### src/rtl/hazard_forward_unit.sv
// Pipeline hazard unit: EX operand forwarding selects, load-use and
// multiply/divide scoreboard stall generation, saturating stall counter.
module hazard_forward_unit #(
  parameter int unsigned REG_AW  = 5,
  parameter int unsigned NUM_SRC = 2,
  parameter int unsigned MD_LAT  = 4,
  parameter int unsigned CNT_W   = 16
) (
  input  logic                       Clk,
  input  logic                       Reset,
  input  logic [NUM_SRC*REG_AW-1:0]  EXsrc,
  input  logic [NUM_SRC*REG_AW-1:0]  IDsrc,
  input  logic [NUM_SRC-1:0]         IDuse,
  input  logic                       IDIsMD,
  input  logic                       EXMemRead,
  input  logic [REG_AW-1:0]          EXrd,
  input  logic                       EXMDStart,
  input  logic                       MemRegWrite,
  input  logic [REG_AW-1:0]          Memrd,
  input  logic                       WBRegWrite,
  input  logic [REG_AW-1:0]          WBrd,
  output logic [2*NUM_SRC-1:0]       FwdSel,
  output logic                       Stall,
  output logic                       Bubble,
  output logic                       MDBusy,
  output logic [CNT_W-1:0]           StallCount
);

  localparam logic [0:0] IDLE    = 1'b0;
  localparam logic [0:0] MD_WAIT = 1'b1;

  logic [0:0]        state_q, state_d;
  logic [3:0]        md_cnt_q, md_cnt_d;
  logic [REG_AW-1:0] md_rd_q, md_rd_d;
  logic [CNT_W-1:0]  stall_cnt_q, stall_cnt_d;

  logic lu_hit;
  logic md_hit;

  always_comb begin
    logic [REG_AW-1:0] src;
    FwdSel = '0;
    for (int unsigned i = 0; i < NUM_SRC; i++) begin
      src = EXsrc[i*REG_AW +: REG_AW];
      if (MemRegWrite && (Memrd != '0) && (Memrd == src))
        FwdSel[2*i +: 2] = 2'd1;
      else if (WBRegWrite && (WBrd != '0) && (WBrd == src))
        FwdSel[2*i +: 2] = 2'd2;
    end
  end

  always_comb begin
    logic [REG_AW-1:0] src;
    lu_hit = 1'b0;
    md_hit = 1'b0;
    for (int unsigned i = 0; i < NUM_SRC; i++) begin
      src = IDsrc[i*REG_AW +: REG_AW];
      if (IDuse[i] && (src == EXrd))
        lu_hit = 1'b1;
      if (IDuse[i] && (src == md_rd_q))
        md_hit = 1'b1;
    end
  end

  assign MDBusy     = (state_q == MD_WAIT);
  assign Stall      = (EXMemRead && (EXrd != '0) && lu_hit)
                    || (MDBusy && (IDIsMD || (md_hit && (md_rd_q != '0))));
  assign Bubble     = Stall;
  assign StallCount = stall_cnt_q;

  always_comb begin
    state_d  = state_q;
    md_cnt_d = md_cnt_q;
    md_rd_d  = md_rd_q;
    case (state_q)
      IDLE: begin
        if (EXMDStart) begin
          state_d  = MD_WAIT;
          md_cnt_d = 4'(MD_LAT - 1);
          md_rd_d  = EXrd;
        end
      end
      default: begin
        // A start in MD_WAIT only takes effect on the final cycle; earlier ones are dropped.
        if (md_cnt_q == 4'd0) begin
          if (EXMDStart) begin
            md_cnt_d = 4'(MD_LAT - 1);
            md_rd_d  = EXrd;
          end else begin
            state_d  = IDLE;
            md_rd_d  = '0;
          end
        end else begin
          md_cnt_d = md_cnt_q - 4'd1;
        end
      end
    endcase
  end

  always_comb begin
    stall_cnt_d = stall_cnt_q;
    if (Stall && (stall_cnt_q != '1))
      stall_cnt_d = stall_cnt_q + 1'b1;
  end

  always_ff @(posedge Clk or negedge Reset) begin
    if (!Reset) begin
      state_q     <= IDLE;
      md_cnt_q    <= '0;
      md_rd_q     <= '0;
      stall_cnt_q <= '0;
    end else begin
      state_q     <= state_d;
      md_cnt_q    <= md_cnt_d;
      md_rd_q     <= md_rd_d;
      stall_cnt_q <= stall_cnt_d;
    end
  end

endmodule

### config.mk
export PLATFORM = sky130hd
export DESIGN_NAME = hazard_forward_unit
export DESIGN_NICKNAME = d
export VERILOG_FILES = /design/src/rtl/hazard_forward_unit.sv
export SDC_FILE = /design/constraint.sdc
export NUM_CORES = 1
export LEC_CHECK = 0
export ABC_AREA = 1
export CORE_MARGIN = 3
export CORE_UTILIZATION = 50
export CTS_CLUSTER_SIZE = 40
export DETAILED_ROUTE_END_ITERATION = 12
export PLACE_DENSITY_LB_ADDON = 0.05
export SYNTH_ARGS = -nofsm -noshare
export SYNTH_HDL_FRONTEND = slang
export SYNTH_SLANG_ARGS = --single-unit
export TNS_END_PERCENT = 20
### constraint.sdc
create_clock -name Clk -period 3.2 [get_ports Clk]
set_input_delay 0.64 -clock Clk [delete_from_list [all_inputs] [get_ports Clk]]
set_output_delay 0.64 -clock Clk [all_outputs]
set_load 0.02 [all_outputs]
* After elaboration in Yosys (flattened, before gate mapping)
Index checks and enable logic that the tools add are counted. W data, S select, Z words.
Cells by class: add/subtract/negate cells 2, multiply operators 0, div/mod/pow operators 0, order comparisons 0, equality and inequality tests 10, shift-type cells 0, muxes and demuxes 18, bitwise logic cells 0, reductions and logical operators 24
Operator list (number):
- $eq A5 B5 Y1 | 8
- $mux W5 | 4
- $reduce_bool A5 Y1 | 4
- $add A16 B1 Y16 const B | 1
- $ne A16 B16 Y1 const B | 1
- $logic_and A1 B1 Y1 | 15
- $mux W4 | 3
- $mux W2 | 4
- $mux W1 | 7
- $logic_not A4 Y1 | 1
- $sub A4 B1 Y4 const B | 1
- $logic_or A1 B1 Y1 | 2
- $ne A2 B1 Y1 const B | 1
- $reduce_and A2 Y1 | 1
- $reduce_bool A2 Y1 | 1
Word-level totals: flip-flop bits (word level) 26, bits in latches 0, memory bits (writable) 0, ROM bits 0, input port bits 44, output and inout bits 23, memories 0

* Logic depth before layout (Yosys ltp)
word-level depth 9, depth in mapped cells 14, mapped depth without buffers 13

* Least setup slack after synthesis
OpenSTA, ideal clock, no wires.
path kind in2out, from input Memrd[0], to output FwdSel[1], arrival time 1.880 ns, data required time 2.560 ns, path slack 0.680 ns, cell stages on the path 4, path buffers 0, cells stage by stage xnor2_1 nand3_1 nor4_1 nor2_1
Between the ends: word-level cells in the longest chain between the ends 4, elaborated cells on any way between the ends 5, those cells by class eq/ne: 1; mux: 1; reduce/logical: 3
RTL lines:
- from (decl) | RTL line 19 | input logic [REG_AW-1:0] Memrd,
- $reduce_bool A5 Y1 | RTL line 45 | if (MemRegWrite && (Memrd != '0) && (Memrd == src))
- $logic_and A1 B1 Y1 | RTL line 45
- $logic_and A1 B1 Y1 * | RTL line 45
- $mux W2 * | RTL line 45
- to (decl) | RTL line 22 | output logic [2*NUM_SRC-1:0] FwdSel,
Mark *: on every way between the ends. The rest lies on a longest branch, timed or not.

* Worst setup path in the final report
from input Memrd[2], to output FwdSel[2]
Same word-level chain as after synthesis.

==> impl_metrics.ini <==
[worst_setup_path]
worst_ep_arrival_time_ns = 2.58
cp-start-kind = input port
r2r_slack_ns = 1.23
crit_type = input port to output port
end_kind = output port
required_ns = 2.56
r2r_cells = 11
timing.rr.end = StallCount[12]
rr_startpoint = StallCount[0]
cp_max_fo = 3

[flow_run]
drv_cap = 0

[timing]
slew_violations = 0
fin_skew_ns = 0.00848
hold_violations = 0
layout_setup_ws_ns = -0.0216
max_slew.worst_pin.slew_ns = 0.531
finalSetupViolations = 1
fin_crit_ns = 3.22
hold_slack_ns = 0.513
period_share = 1.01
fin_setup_tns_ns = -0.0216
slew_headroom = 0.643
fmax_mhz = 310
grt_setup_unrepaired = true

[route]
drt_iter0_markers = 189
antenna_left = 0
routed_via_density = 5.13
num_vias = 2169
wl_um = 5590
wl_per_cell_um = 13.2
first_pass_iters = 4
drcViolationCount = 0

[layout]
drive_above_1_share = 0.0773
nNetsFinal = 422
area_delta_synth_final_pct = 41.1
fill_cells = 305
diodes = 0

[power]
p_per_area_nw_per_um2 = 490
p_total_mw = 1.42
leakage_nw = 1.42
seqPwrFrac = 0.363
p_switching_uw = 565
p_int_uw = 855
ir_drop_v = 0.000188
clockPowerShare = 0.196
combinationalPowerShare = 0.441
switching_share = 0.398

[place]
io_buffers = 66
dp_hpwl_um = 4290
gp_congestion = 0.842
preCtsSetupSlack_ns = -0.181

[synthesis]
netlist_area_um2 = 2060
synth_mux_area_frac = 0
synth_seq_cells = 26
ys_seq_area_frac = 0.316
ys_types = 29
synth_top_family_by_area = simple AND/OR/NAND/NOR gates
synth_compound_area_frac = 0.0596
synth_xor_area_frac = 0.145
yosysWarnings = 0
synth-simple-area-share = 0.386
synth_fp_nets = 350
synth_area_per_cell_um2 = 6.76
synth_fa_ha_area_frac = 0.0122
syn_inst = 304

[global_routing]
antenna_found_initial = 0
grt_usage = 0.244
grt_pass1_wl_um = 9990
grt_start_max_net_pins = 27
grt-ovfl-total = 0
grt_pass1_vias = 2235

[clock_network]
cts-root-buf = clkbuf_8
postCtsHoldBufs = 0
cts_max_path_buffers = 2
clk_latency_ns = 0.28
cts_inserted_buffers = 3
htreeDepth = 1
cts_tree = done
numClockSinks = 26
path_clk_slew_ns = 0.10

[floorplan]
coreArea_um2 = 3800
row_count = 22
initial_core_util = 0.541
dieWidth_um = 70.1
die_area_um2 = 4920
num_io_pins = 67
die_h_um = 70.1

[run_status]
violations = negative setup slack
status = complete, but fails checks

[worst_hold_path]
min_to = StallCount[15]
hold_depth = 2
hold_class = flip-flop to flip-flop
hold_start = StallCount[15]
metrics by stage:
| stage | util | area, µm² | instances |
|---|---|---|---|
| floorplan | - | 2060 | 304 |
| global placement | 0.732 | 2780 | 419 |
| detailed placement | 0.732 | 2780 | 419 |
| CTS | 0.759 | 2880 | 423 |
| global route | 0.764 | 2900 | 423 |
| finish | 0.764 | 2900 | 423 |
per-layer routing:
metal  vias up  global-route usage  wire length, µm  part of all wire
li1       1113                   -                -                 -
met1       982               0.322             2460              0.44
met2        67               0.426             2780              0.50
met3         7              0.0403              300             0.054
met4         0              0.0383               53            0.0095
met5         -                   0                0                 0
cells in the mapped netlist (all sizes together):
cell   number  share of area
buf         5          0.021
dfrtp      26           0.32
o21ai      11          0.027
a21oi       2         0.0049
nand2     102           0.19
nand4       2         0.0091
a22oi       1         0.0037
xnor2      15          0.064
nand3      33          0.083
xor2       19          0.081
o41ai       2         0.0085
or2         2         0.0061
o31ai       1         0.0037
nor2       33          0.065
o22ai       4          0.012
nor3        7          0.017
inv        33          0.060
nor4        4          0.012
ha          2          0.012
worst max-delay path, stage by stage:
cell             delay [ns]
clkdlybuf4s50_1        0.51
xnor2_1                0.26
nand3_1                0.12
nor4_2                 0.30
buf_4                  0.16
clkdlybuf4s50_1        0.59
cell type report:
class,count,area (µm²),share of cell area
multi-input combinational,240,1280,0.440
tap,48,60.1,0.0207
clock inverter,1,30.0,0.0103
inverter,33,124,0.0427
clock buffer,3,41.3,0.0142
sequential,26,651,0.224
timing repair buffer,72,718,0.248
worst max-delay path by stage:
stage / start / end / slack, ns / depth (start not counted)
after floorplan: Memrd[0] / FwdSel[1] / 0.68 / 4
after global placement: Memrd[0] / FwdSel[3] / -0.01 / 6
after detailed placement: Memrd[0] / FwdSel[1] / -0.18 / 6
after CTS: Memrd[4] / FwdSel[2] / -0.03 / 6
after global routing: Memrd[2] / FwdSel[2] / -0.19 / 6
final: Memrd[2] / FwdSel[2] / -0.02 / 6
state kept, by name, indices dropped and copies added, names as in the netlist:
| name | flops |
|---|---|
| MDBusy | 1 |
| StallCount | 16 |
| md_cnt_q | 4 |
| md_rd_q | 5 |
repair_timing:
action                                 in CTS  in global routing
setup endpoints to repair                   4                  6
gates resized for setup                     4                  6
endpoints found under the hold margin       0                  0
buffers inserted                            0                  0
cell usage in the layout, fill, tap and decap left out, drive strengths merged:
master         count
o31ai              1
or2                2
buf                6
nand3             33
nand2            102
o41ai              2
nor3               7
nor4               4
nand4              2
nor2              33
clkbuf             3
dfrtp             26
o22ai              4
dlymetal6s2s       5
bufinv             1
a21oi              2
a22oi              1
clkdlybuf4s50     61
xnor2             15
o21ai             11
xor2              19
ha                 2
inv               33
cell families (layout without fill, tap and decap cells):
logic type | after synthesis | in the layout
AND/OR/NAND/NOR | 183 | 183
buffers and inverters | 38 | 109
XOR/XNOR | 34 | 34
flip-flops | 26 | 26
AO/OA/AOI/OAI | 21 | 21
adder cells (fa/ha/maj) | 2 | 2
power by group through the flow:
stage	Sequential, mW	Clock (mW)	Combinational, mW
floorplan	0.540	0	0.355
global placement	0.515	0	0.602
detailed placement	0.518	0	0.619
CTS	0.515	0.285	0.629
global route	0.530	0.294	0.700
finish	0.516	0.278	0.626
Note: power is estimated with default switching activity, not from simulation.
